$ cat src/rtl/wide_add_seq_pkg.sv
// Shared types for the word-serial wide adder: controller state encoding.
// Optional subtract mode is enabled by defining WIDE_ADD_SEQ_SUB_EN.
package wide_add_seq_pkg;

    localparam logic [1:0] ST_IDLE = 2'd0;
    localparam logic [1:0] ST_RUN  = 2'd1;
    localparam logic [1:0] ST_DONE = 2'd2;

    typedef enum logic [1:0] {
        IDLE = ST_IDLE,
        RUN  = ST_RUN,
        DONE = ST_DONE
    } state_t;

endpackage

$ cat src/rtl/wide_add_seq_if.sv
// Request/result bus of the wide adder. Both sides are valid/ready: a transfer
// happens on a rising edge where valid && ready; the source holds its payload until then.
interface wide_add_seq_if #(parameter int W = 16);

    logic         in_valid;
    logic         in_ready;
    logic [W-1:0] in_a;
    logic [W-1:0] in_b;
    logic         in_cin;
`ifdef WIDE_ADD_SEQ_SUB_EN
    logic         in_sub;
`endif
    logic         out_valid;
    logic         out_ready;
    logic [W-1:0] out_sum;
    logic         out_cout;
    logic         busy;

`ifdef WIDE_ADD_SEQ_SUB_EN
    modport master (
        output in_valid, in_a, in_b, in_cin, in_sub, out_ready,
        input  in_ready, out_valid, out_sum, out_cout, busy
    );
    modport slave (
        input  in_valid, in_a, in_b, in_cin, in_sub, out_ready,
        output in_ready, out_valid, out_sum, out_cout, busy
    );
`else
    modport master (
        output in_valid, in_a, in_b, in_cin, out_ready,
        input  in_ready, out_valid, out_sum, out_cout, busy
    );
    modport slave (
        input  in_valid, in_a, in_b, in_cin, out_ready,
        output in_ready, out_valid, out_sum, out_cout, busy
    );
`endif

endinterface

$ cat src/rtl/wide_add_seq_adder_slice.sv
// Combinational N-bit ripple-carry adder slice with carry in and carry out.
module adder_slice #(
    parameter int N = 4
) (
    input  logic [N-1:0] a_i,
    input  logic [N-1:0] b_i,
    input  logic         cin_i,
    output logic [N-1:0] sum_o,
    output logic         cout_o
);

    logic c;

    // Carry kept as a block-local variable so the chain is not a self-feeding vector.
    always_comb begin
        c = cin_i;
        sum_o = '0;
        for (int i = 0; i < N; i++) begin
            sum_o[i] = a_i[i] ^ b_i[i] ^ c;
            c        = (a_i[i] & b_i[i]) | (c & (a_i[i] ^ b_i[i]));
        end
        cout_o = c;
    end

endmodule

$ cat src/rtl/wide_add_seq.sv
// Word-serial wide adder: one shared N-bit slice walks WORDS chunks, low chunk first.
// Defining WIDE_ADD_SEQ_SUB_EN adds in_sub for a - b (carry-out = no borrow).
module wide_add_seq
    import wide_add_seq_pkg::*;
#(
    parameter int N     = 4,
    parameter int WORDS = 4
) (
    input  logic           clk,
    input  logic           reset,
    wide_add_seq_if.slave  bus,
    output state_t         dbg_state_o
);

    localparam int W    = N * WORDS;
    localparam int IDXW = (WORDS > 1) ? $clog2(WORDS) : 1;
    localparam logic [IDXW-1:0] LAST_IDX = IDXW'(WORDS - 1);

    state_t          state_q, state_d;
    logic [IDXW-1:0] idx_q, idx_d;
    logic [W-1:0]    a_q, a_d;
    logic [W-1:0]    b_q, b_d;
    logic [W-1:0]    res_q, res_d;
    logic [W-1:0]    sum_q, sum_d;
    logic            carry_q, carry_d;
    logic            cout_q, cout_d;

    logic [N-1:0]    slice_a, slice_b, slice_sum;
    logic            slice_cout;

`ifdef WIDE_ADD_SEQ_SUB_EN
    logic            sub_q, sub_d;
`endif

    always_comb begin
        slice_a = N'(a_q >> (int'(idx_q) * N));
        slice_b = N'(b_q >> (int'(idx_q) * N));
`ifdef WIDE_ADD_SEQ_SUB_EN
        if (sub_q) slice_b = ~slice_b;
`endif
    end

    adder_slice #(.N(N)) u_slice (
        .a_i    (slice_a),
        .b_i    (slice_b),
        .cin_i  (carry_q),
        .sum_o  (slice_sum),
        .cout_o (slice_cout)
    );

    always_comb begin
        state_d = state_q;
        idx_d   = idx_q;
        a_d     = a_q;
        b_d     = b_q;
        res_d   = res_q;
        sum_d   = sum_q;
        carry_d = carry_q;
        cout_d  = cout_q;
`ifdef WIDE_ADD_SEQ_SUB_EN
        sub_d   = sub_q;
`endif
        case (state_q)
            IDLE: begin
                if (bus.in_valid) begin
                    a_d     = bus.in_a;
                    b_d     = bus.in_b;
                    idx_d   = '0;
                    carry_d = bus.in_cin;
`ifdef WIDE_ADD_SEQ_SUB_EN
                    sub_d   = bus.in_sub;
                    if (bus.in_sub) carry_d = 1'b1;
`endif
                    state_d = RUN;
                end
            end
            RUN: begin
                // Partial result stays in res_q so out_sum only moves when a full sum is ready.
                res_d[int'(idx_q) * N +: N] = slice_sum;
                carry_d = slice_cout;
                if (idx_q == LAST_IDX) begin
                    idx_d   = '0;
                    sum_d   = res_d;
                    cout_d  = slice_cout;
                    state_d = DONE;
                end else begin
                    idx_d = idx_q + 1'b1;
                end
            end
            DONE: begin
                if (bus.out_ready) state_d = IDLE;
            end
            default: state_d = IDLE;
        endcase
    end

    always_ff @(posedge clk or posedge reset) begin
        if (reset) begin
            state_q <= IDLE;
            idx_q   <= '0;
            a_q     <= '0;
            b_q     <= '0;
            res_q   <= '0;
            sum_q   <= '0;
            carry_q <= 1'b0;
            cout_q  <= 1'b0;
`ifdef WIDE_ADD_SEQ_SUB_EN
            sub_q   <= 1'b0;
`endif
        end else begin
            state_q <= state_d;
            idx_q   <= idx_d;
            a_q     <= a_d;
            b_q     <= b_d;
            res_q   <= res_d;
            sum_q   <= sum_d;
            carry_q <= carry_d;
            cout_q  <= cout_d;
`ifdef WIDE_ADD_SEQ_SUB_EN
            sub_q   <= sub_d;
`endif
        end
    end

    assign bus.in_ready  = (state_q == IDLE);
    assign bus.out_valid = (state_q == DONE);
    assign bus.busy      = (state_q != IDLE);
    assign bus.out_sum   = sum_q;
    assign bus.out_cout  = cout_q;
    assign dbg_state_o   = state_q;

endmodule

$ cat src/flat_wrapper.sv
// flat-port wrapper written by rule: the top's interface ports become plain ports
module wide_add_seq_flat import wide_add_seq_pkg::*;
#(
    parameter int N     = 4,
    parameter int WORDS = 4
)
  (clk, reset, dbg_state_o, bus_in_valid, bus_in_a, bus_in_b, bus_in_cin, bus_out_ready, bus_in_ready, bus_out_valid, bus_out_sum, bus_out_cout, bus_busy);
  wide_add_seq_if #(.W(16)) bus_i ();
  input  logic clk;
  input  logic reset;
  output state_t dbg_state_o;
  input wire logic [$bits(bus_i.in_valid)-1:0] bus_in_valid;
  input wire logic [$bits(bus_i.in_a)-1:0] bus_in_a;
  input wire logic [$bits(bus_i.in_b)-1:0] bus_in_b;
  input wire logic [$bits(bus_i.in_cin)-1:0] bus_in_cin;
  input wire logic [$bits(bus_i.out_ready)-1:0] bus_out_ready;
  output wire logic [$bits(bus_i.in_ready)-1:0] bus_in_ready;
  output wire logic [$bits(bus_i.out_valid)-1:0] bus_out_valid;
  output wire logic [$bits(bus_i.out_sum)-1:0] bus_out_sum;
  output wire logic [$bits(bus_i.out_cout)-1:0] bus_out_cout;
  output wire logic [$bits(bus_i.busy)-1:0] bus_busy;
  assign bus_i.in_valid = bus_in_valid;
  assign bus_i.in_a = bus_in_a;
  assign bus_i.in_b = bus_in_b;
  assign bus_i.in_cin = bus_in_cin;
  assign bus_i.out_ready = bus_out_ready;
  assign bus_in_ready = bus_i.in_ready;
  assign bus_out_valid = bus_i.out_valid;
  assign bus_out_sum = bus_i.out_sum;
  assign bus_out_cout = bus_i.out_cout;
  assign bus_busy = bus_i.busy;
  wide_add_seq #(.N(N), .WORDS(WORDS)) u_core (.clk(clk), .reset(reset), .bus(bus_i), .dbg_state_o(dbg_state_o));
endmodule
$ cat config.mk
export PLATFORM = sky130hd
export DESIGN_NAME = wide_add_seq_flat
export DESIGN_NICKNAME = d
export VERILOG_FILES = /design/src/rtl/wide_add_seq_pkg.sv /design/src/rtl/wide_add_seq_if.sv /design/src/rtl/wide_add_seq_adder_slice.sv /design/src/rtl/wide_add_seq.sv /design/src/flat_wrapper.sv
export SDC_FILE = /design/constraint.sdc
export NUM_CORES = 1
export LEC_CHECK = 0
export CAP_MARGIN = 20
export CORE_MARGIN = 4
export CORE_UTILIZATION = 59
export CTS_BUF_LIST = sky130_fd_sc_hd__clkbuf_4
export CTS_CLUSTER_SIZE = 24
export DETAILED_ROUTE_END_ITERATION = 10
export GPL_ROUTABILITY_DRIVEN = 1
export GPL_TIMING_DRIVEN = 0
export PLACE_DENSITY_LB_ADDON = 0.2
export REMOVE_ABC_BUFFERS = 1
export SLEW_MARGIN = 25
export SYNTH_ARGS = -nofsm -noshare
export SYNTH_HDL_FRONTEND = slang
export SYNTH_SLANG_ARGS = --single-unit
$ cat constraint.sdc
create_clock -name clk -period 4.25 [get_ports clk]
set_input_delay 0.6375 -clock clk [delete_from_list [all_inputs] [get_ports clk]]
set_output_delay 0.6375 -clock clk [all_outputs]
set_load 0.05 [all_outputs]
==> results of run 1 <==
==> kinds of logic (layout without fill, tap and decap cells) <==
group	Yosys count	in the layout	share of synthesized area
buf+inv	31	91	0.06395
mux	41	41	0.1908
simple gates	58	58	0.09702
compound gates	46	46	0.09448
flops	70	70	0.5087
fa+ha+maj	10	10	0.04506
==> registers in the layout, indices dropped and copies added (netlist names) <==
| register | flops |
|---|---|
| u_core.b_q | 16 |
| u_core.a_q | 16 |
| u_core.bus.out_sum | 16 |
| u_core.idx_q | 2 |
| u_core.dbg_state_o | 2 |
| u_core.bus.out_cout | 1 |
| u_core.carry_q | 1 |
| u_core.res_q | 16 |
==> per-layer routing <==
metal | global-route usage | vias up
li1 | - | 1019
met2 | 0.3286 | 64
met5 | 0 | -
met4 | 0.06187 | 0
met1 | 0.2631 | 1061
met3 | 0.07262 | 9
==> worst min path at each step <==
stage | slack (ps) | depth (start not counted) | end | from
2_1_floorplan | 460 | 1 | u_core.res_q[11]$_DFFE_PP0P_ | u_core.res_q[11]$_DFFE_PP0P_
3_5_place_dp | 470 | 1 | u_core.res_q[5]$_DFFE_PP0P_ | u_core.res_q[5]$_DFFE_PP0P_
6_report | 500 | 1 | u_core.res_q[5]$_DFFE_PP0P_ | u_core.res_q[5]$_DFFE_PP0P_
4_1_cts | 500 | 1 | u_core.res_q[5]$_DFFE_PP0P_ | u_core.res_q[5]$_DFFE_PP0P_
5_1_grt | 520 | 1 | u_core.res_q[5]$_DFFE_PP0P_ | u_core.res_q[5]$_DFFE_PP0P_
3_3_place_gp | 470 | 1 | u_core.res_q[1]$_DFFE_PP0P_ | u_core.res_q[1]$_DFFE_PP0P_
==> synthesized netlist by cell type, drive strengths merged <==
master / number / area (um^2)
a21o: 1 / 7.510
a21oi: 16 / 80.08
a22o: 8 / 70.07
a22oi: 1 / 7.510
a31oi: 8 / 50.05
a32o: 8 / 80.08
and3b: 1 / 8.760
and4b: 1 / 10.01
and4bb: 2 / 25.02
buf: 18 / 171.4
dfrtp: 70 / 1752
fa: 4 / 80.08
ha: 6 / 75.07
inv: 13 / 48.80
mux2: 33 / 469.2
mux4: 8 / 187.7
nand2: 5 / 18.77
nand2b: 17 / 106.4
nor2: 18 / 67.56
nor2b: 10 / 62.56
nor3b: 1 / 12.51
nor4bb: 1 / 10.01
o21bai: 1 / 7.510
o31ai: 3 / 22.52
or2: 1 / 6.260
or3: 1 / 6.260
==> cell type report <==
type | instances | area share
clock buffer | 9 | 0.01635
clock inverter | 7 | 0.009994
inverter | 13 | 0.01242
multi-input combinational | 155 | 0.3601
sequential | 70 | 0.4240
tap | 72 | 0.02180
timing repair buffer | 62 | 0.1554
==> critical path: stages (launching register included) <==
cell     delay, ps
dfrtp_1        880
mux4_2         600
inv_1           90
fa_1           170
inv_1           60
fa_1           360
inv_1           80
fa_1           160
inv_1           50
fa_1           700
a21oi_1        120
a21oi_1        180
==> per-stage QoR <==
stage	std cells	setup WS (ps)	hold WS, ps	instance area [um^2]	util
floorplan	238	971.7	458.2	3272	-
global placement	368	27.45	466.2	3943	0.7073
detailed placement	372	691.6	473.5	4021	0.7214
CTS	388	664.6	498.2	4130	0.7410
global route	388	449.3	520.4	4131	0.7412
finish	388	735.5	495.1	4131	0.7412
==> metrics.txt, run 1 <==
status=complete, no violations; Setup crit end=u_core.bus.out_sum[11]$_DFFE_PP0P_; antenna violations before repair=0; Die Ht=84.40 um; port buffer count=between 50 and 60; routability cong.=0.8045; vias per cell=about 5.5; final hold vios=0; Storage cell area=about 1800 um^2; CTS tree=done; Crit Path Category=reg -> reg; GRT Total Usage=0.2044; commonest non-fill, non-tap cell in the layout=dfrtp_1; DRT iter0 DRCs=148; Period minus WS final=3515 ps; Core Region=5574 um^2; post-cts gate resize count=0; clock sink count=70; CP Launch Point=u_core.idx_q[0]$_DFFE_PP0P_; Total Routed Length=6476 um; Hold Path Class=reg -> reg; setup tns final=0 ps; RR Startpoint=u_core.idx_q[0]$_DFFE_PP0P_; layout cells sized above 1=0.2089; reg2reg path depth=11; Yosys reg bits=70; r2r setup slk=about 740 ps; skew final=about 16 ps; IO Pins=59; Mapped Cells=256; DP HPWL=4649 um; WL met3=382 um; DR vias=~2,200; CTS clk-pin slew, worst paths=120 ps; Critical Path RT=~4600 ps; largest net degree at the start of global routing=47; Residual DRC=0; Hold-fix buffers, CTS=0; first-pass iteration count of the detailed router=4; Post-Syn Area=3443 um^2; CP Capture Type=flop; Die ar.=7123 um^2; first-pass GRT wire length=11,300 um; Avg Cell Area, Syn=between 10 and 15 um^2; Max Slew Vio Count=0; Crit path arrival time=a little under 4000 ps; CTS Buf Count=9; Worst Path Max Fanout=17; RR Endpoint=u_core.bus.out_sum[11]$_DFFE_PP0P_; DIE WIDTH=84.40 um; CTS Buffer Depth=2; H-tree depth=3; GRT Residual Overflow=0; clock root buffer=clkbuf_4; max cap viols=0; Synth Warn #=0; RSZ-0062 raised after global routing=no; Nets=358; ANT cells=0; most frequent cells in the layout=dfrtp_1 (70), clkdlybuf4s50_1 (58), mux2_4 (26); met1 WL=2815 um; effective utilization at floorplan=0.6177; Least-Margin Pin Slew=827.1 ps; post-CTS setup buffer count=0; Layout fillers=399; max_slew headroom=0.4407; post-synth cell types=31; # rows=27; fin crit share=0.8269; crit start category=flop; Setup violations, final=0; vias in the first global route=2,254; Clock Latency Late Sink=420 ps; post-route ant nets=0; Max Used Layer=met4; sequential fraction of the synthesis area=0.5087; Fmax achieved=0.2845 GHz; met2 wire len=3191 um; area delta synth->final=19.99%; Wirelength per Cell=16.69 um; Multi-input gate area=1488 um^2
Power of run 1 is not shown: default switching activity piles up to over one toggle a cycle in this logic, so the estimate is an artifact.
==> inputs of run 2 (changes only) <==
--- a/config.mk
+++ b/config.mk
@@ -7,7 +7,7 @@
 export LEC_CHECK = 0
 export CAP_MARGIN = 20
 export CORE_MARGIN = 4
-export CORE_UTILIZATION = 59
+export CORE_UTILIZATION = 55
 export CTS_BUF_LIST = sky130_fd_sc_hd__clkbuf_4
 export CTS_CLUSTER_SIZE = 24
 export DETAILED_ROUTE_END_ITERATION = 10
==> constraint.sdc (replaced) <==
create_clock -name clk -period 3.7 [get_ports clk]
set_input_delay 0.555 -clock clk [delete_from_list [all_inputs] [get_ports clk]]
set_output_delay 0.555 -clock clk [all_outputs]
set_load 0.05 [all_outputs]
==> run 2 against run 1 <==
Sequential share of layout area barely moved; via count down 0.65%; first-iteration DRC count shrank 36%; utilization fell by 5.1 points.
==> metrics.txt, run 2 (synthesis results as in run 1) <==
first-pass iteration count of the detailed router=4; max cap viols=0; Max Slew Vio Count=0; CTS clk-pin slew, worst paths=about 100 ps; CTS Buf Count=9; layout cells sized above 1=0.2032; GRT Total Usage=0.1889; first-pass GRT wire length=roughly 11,000 um; largest net degree at the start of global routing=48; max_slew headroom=0.5001; Least-Margin Pin Slew=between 700 and 800 ps; clock root buffer=clkbuf_4; fin crit share=0.8643; Core Util, Final=0.6901; Total Routed Length=around 6500 um; clock sink count=70; skew final=10.24 ps; # rows=28; Fmax achieved=0.3127 GHz; Die Ht=87.13 um; commonest non-fill, non-tap cell in the layout=dfrtp_1; effective utilization at floorplan=0.5748; routability cong.=0.8223; crit start category=flop; CTS Buffer Depth=2; post-route ant nets=0; GRT Residual Overflow=0; reg2reg path depth=11; H-tree depth=3; Die ar.=7591 um^2; Period minus WS final=3198 ps; Crit path arrival time=3510 ps; CP Capture Type=flop; RSZ-0062 raised after global routing=no; DR vias=2,139; port buffer count=58; setup tns final=0 ps; Layout fillers=443; DIE WIDTH=87.13 um; Setup violations, final=0; vias in the first global route=2,256; vias per cell=between 5 and 6; area delta synth->final=20.06%; IO Pins=roughly 60; final hold vios=0; Critical Path RT=4010 ps; Worst Path Max Fanout=17; fin area=approximately 4100 um^2; Wirelength per Cell=16.69 um; DP HPWL=4670 um; placed cell areas=4041 um^2; Hold Path Class=in -> async; Residual DRC=0; Hold-fix buffers, CTS=0; Core Region=roughly 6000 um^2; status=complete, no violations; DRT iter0 DRCs=95; Nets=359; Clock Latency Late Sink=380 ps; most frequent cells in the layout=dfrtp_1 (69), clkdlybuf4s50_1 (58), mux2_4 (26); CTS tree=done; antenna violations before repair=0; Crit Path Category=reg -> reg; ANT cells=0
-- run 2: cell type report --
class	instances	area (um^2)	area share
clock buffer	10	75.07	0.01816
clock inverter	4	16.27	0.003935
inverter	13	51.30	0.01241
multi-input combinational	155	1488	0.3599
sequential	70	1753	0.4240
tap	75	93.84	0.02270
timing repair buffer	63	656.9	0.1589
-- run 2: path summary, 6_finish.rpt --
| path | to | slack [ps] | start |
|---|---|---|---|
| setup / recovery | u_core.bus.out_sum[3]$_DFFE_PP0P_ | 500 | u_core.idx_q[0]$_DFFE_PP0P_ |
| hold / removal | u_core.a_q[6]$_DFFE_PP0P_ | 490 | reset |
| setup reg to reg | u_core.bus.out_sum[3]$_DFFE_PP0P_ | 500 | u_core.idx_q[0]$_DFFE_PP0P_ |
| hold reg to reg | u_core.res_q[7]$_DFFE_PP0P_ | 490 | u_core.res_q[7]$_DFFE_PP0P_ |
| max in group asynchronous | u_core.idx_q[0]$_DFFE_PP0P_ | 2660 | reset |
| min in group clk | u_core.res_q[7]$_DFFE_PP0P_ | 490 | u_core.res_q[7]$_DFFE_PP0P_ |
-- run 2: worst max-delay path, cell delays in order (launching register included) --
cell and delay, ps:
dfrtp_2 660, mux4_2 570, inv_1 90, fa_1 160, inv_1 50, fa_1 350, inv_1 70, fa_1 150
inv_1 50, fa_1 700, a21oi_1 130, a21oi_1 150
-- run 2: repair_timing --
action / 4_1_cts / 5_1_grt
setup endpoints to repair: 0 / 3
buffers inserted: 0 / 0
resized for setup: 0 / 1
-- run 2: metal layers --
metal  GRT usage  routed length, um  up-vias
li1            -                  -     1026
met1      0.2544               2919     1057
met2      0.3016               3184       50
met3     0.03879                341        6
met4     0.07531                 63        0
met5           0                  0        -
-- run 2: through the flow --
step / setup slack, ps / instances / hold slack [ps]
global placement: -475.5 / 371 / 466.6
CTS: 195.0 / 390 / 475.8
global route: 246.4 / 390 / 480.8
finish: 502.0 / 390 / 485.5
floorplan: 421.7 / 238 / 458.2
detailed placement: 222.5 / 376 / 473.4
Power of run 2 is left out for the same reason.
==> inputs of run 3 (changes only) <==
--- a/config.mk
+++ b/config.mk
@@ -7,12 +7,13 @@
 export LEC_CHECK = 0
 export CAP_MARGIN = 20
 export CORE_MARGIN = 4
-export CORE_UTILIZATION = 55
+export CORE_UTILIZATION = 59
 export CTS_BUF_LIST = sky130_fd_sc_hd__clkbuf_4
 export CTS_CLUSTER_SIZE = 24
 export DETAILED_ROUTE_END_ITERATION = 10
 export GPL_ROUTABILITY_DRIVEN = 1
 export GPL_TIMING_DRIVEN = 0
+export MAX_ROUTING_LAYER = met4
 export PLACE_DENSITY_LB_ADDON = 0.2
 export REMOVE_ABC_BUFFERS = 1
 export SLEW_MARGIN = 25
==> constraint.sdc (replaced) <==
create_clock -name clk -period 4.1 [get_ports clk]
set_input_delay 0.615 -clock clk [delete_from_list [all_inputs] [get_ports clk]]
set_output_delay 0.615 -clock clk [all_outputs]
set_load 0.05 [all_outputs]
==> run 3 against run 2 <==
Global-route usage rose by 2.2 points; final cell count shrank 0.51%; clock skew rose by 4.0 ps; sequential cell count did not move; sequential share of layout area is essentially flat; via count increased by 0.37%; routed wire length increased by 0.12%; hold slack improved by 10 ps; critical path depth unchanged; utilization up 5.1 points; non-clock buffer count fell by 1; critical path type unchanged; largest cell class unchanged.
==> metrics.txt, run 3 (synthesis results as in run 1) <==
Max Slew Vio Count=0; IO Pins=59; clock sink count=70; GRT Total Usage=0.2114; CTS Buffer Depth=2; CP Capture Type=flop; vias per cell=~5.5; port buffer count=58; DP HPWL=4649 um; post-route ant nets=0; first-pass GRT wire length=11,320 um; Total Routed Length=6517 um; DR vias=2,147; Critical Path, Cell by Cell=mux4_2 > inv_1 > fa_1 > inv_1 > fa_1 > inv_1 > fa_1 > inv_1 > fa_1 > a21oi_1 > a21oi_1; commonest non-fill, non-tap cell in the layout=dfrtp_1; largest net degree at the start of global routing=between 40 and 50; Crit path arrival time=3910 ps; DIE WIDTH=between 80 and 90 um; first-pass iteration count of the detailed router=4; Critical Path RT=4450 ps; post-route setup slack=534.2 ps; DRT iter0 DRCs=around 130; most frequent cells in the layout=dfrtp_1 (70), clkdlybuf4s50_1 (58), mux2_4 (26); CP max-delay cell=dfrtp_1; Period minus WS final=~3600 ps; antenna violations before repair=0; Hold Path Class=reg -> reg; post-cts gate resize count=0; Wirelength per Cell=16.80 um; Core Util, Final=0.7412; Clock Latency Late Sink=430 ps; Fmax achieved=~0.28 GHz; Nets=358; post-place setup slack=541.6 ps; CTS Buf Count=9; status=complete, no violations; Setup violations, final=0; # rows=27; layout cells sized above 1=0.2089; Core Region=5574 um^2; vias in the first global route=2,256; max_slew headroom=0.4321; Worst Path Max Fanout=17; Min Hold Slack=495.9 ps; Least-Margin Pin Slew=about 840 ps; Crit Path Category=reg -> reg; ANT cells=0; Die Ht=around 84 um; skew final=14.25 ps; Residual DRC=0; GRT Residual Overflow=0; area delta synth->final=19.99%; CP peak stage delay=880 ps; crit start category=flop; CTS clk-pin slew, worst paths=110 ps; RSZ-0062 raised after global routing=no; H-tree depth=3; CTS tree=done; Die ar.=about 7100 um^2; Hold-fix buffers, CTS=0; effective utilization at floorplan=0.6177; max cap viols=0; fin crit share=0.8697; final hold vios=0; post-CTS setup buffer count=0; clock root buffer=clkbuf_4; routability cong.=0.8162
==> run 3: per-stage QoR <==
step / cells / setup TNS, ps / cell area [um^2]
finish: 388 / 0 / 4131
CTS: 388 / 0 / 4130
detailed placement: 372 / 0 / 4021
floorplan: 238 / 0 / 3272
global route: 388 / 0 / 4131
global placement: 368 / -1026 / 3943
==> run 3: path summary, 6_finish.rpt <==
kind / startpoint / endpoint / slack [ps] / cells past startpoint
max: u_core.idx_q[0]$_DFFE_PP0P_ / u_core.bus.out_sum[7]$_DFFE_PP0P_ / 530 / 11
min: u_core.res_q[5]$_DFFE_PP0P_ / u_core.res_q[5]$_DFFE_PP0P_ / 500 / 1
max reg2reg: u_core.idx_q[0]$_DFFE_PP0P_ / u_core.bus.out_sum[7]$_DFFE_PP0P_ / 530 / 11
min reg2reg: u_core.res_q[5]$_DFFE_PP0P_ / u_core.res_q[5]$_DFFE_PP0P_ / 500 / 1
max in group asynchronous: reset / u_core.bus.out_sum[15]$_DFFE_PP0P_ / 3060 / 3
min in group asynchronous: reset / u_core.b_q[14]$_DFFE_PP0P_ / 510 / 2
==> run 3: area by class of cell <==
cell class,instances,area (um^2)
well taps,72,90.09
clock inverters,7,41.29
fillers,399,1443
multi-input cells,155,1488
clock buffers,9,67.56
repair buffers,62,641.9
flip-flops and latches,70,1752
inverters,13,51.30
==> run 3: critical path: cells and delay by family, from the launching register on <==
family          cells  cell delay [ps]
buf+inv             4              280
compound gates      2              300
mux                 1              600
fa+ha+maj           4             1420
flops               1              880
==> run 3: per-layer routing <==
metal	part of all wire	wire [um]	vias up	global-route usage
li1	-	-	1016	-
met2	0.49	3206	67	0.3271
met4	0.014	89	0	0.06187
met5	0	0	-	-
met3	0.059	385	9	0.07262
met1	0.44	2835	1055	0.2664
Power of run 3 is left out for the same reason.
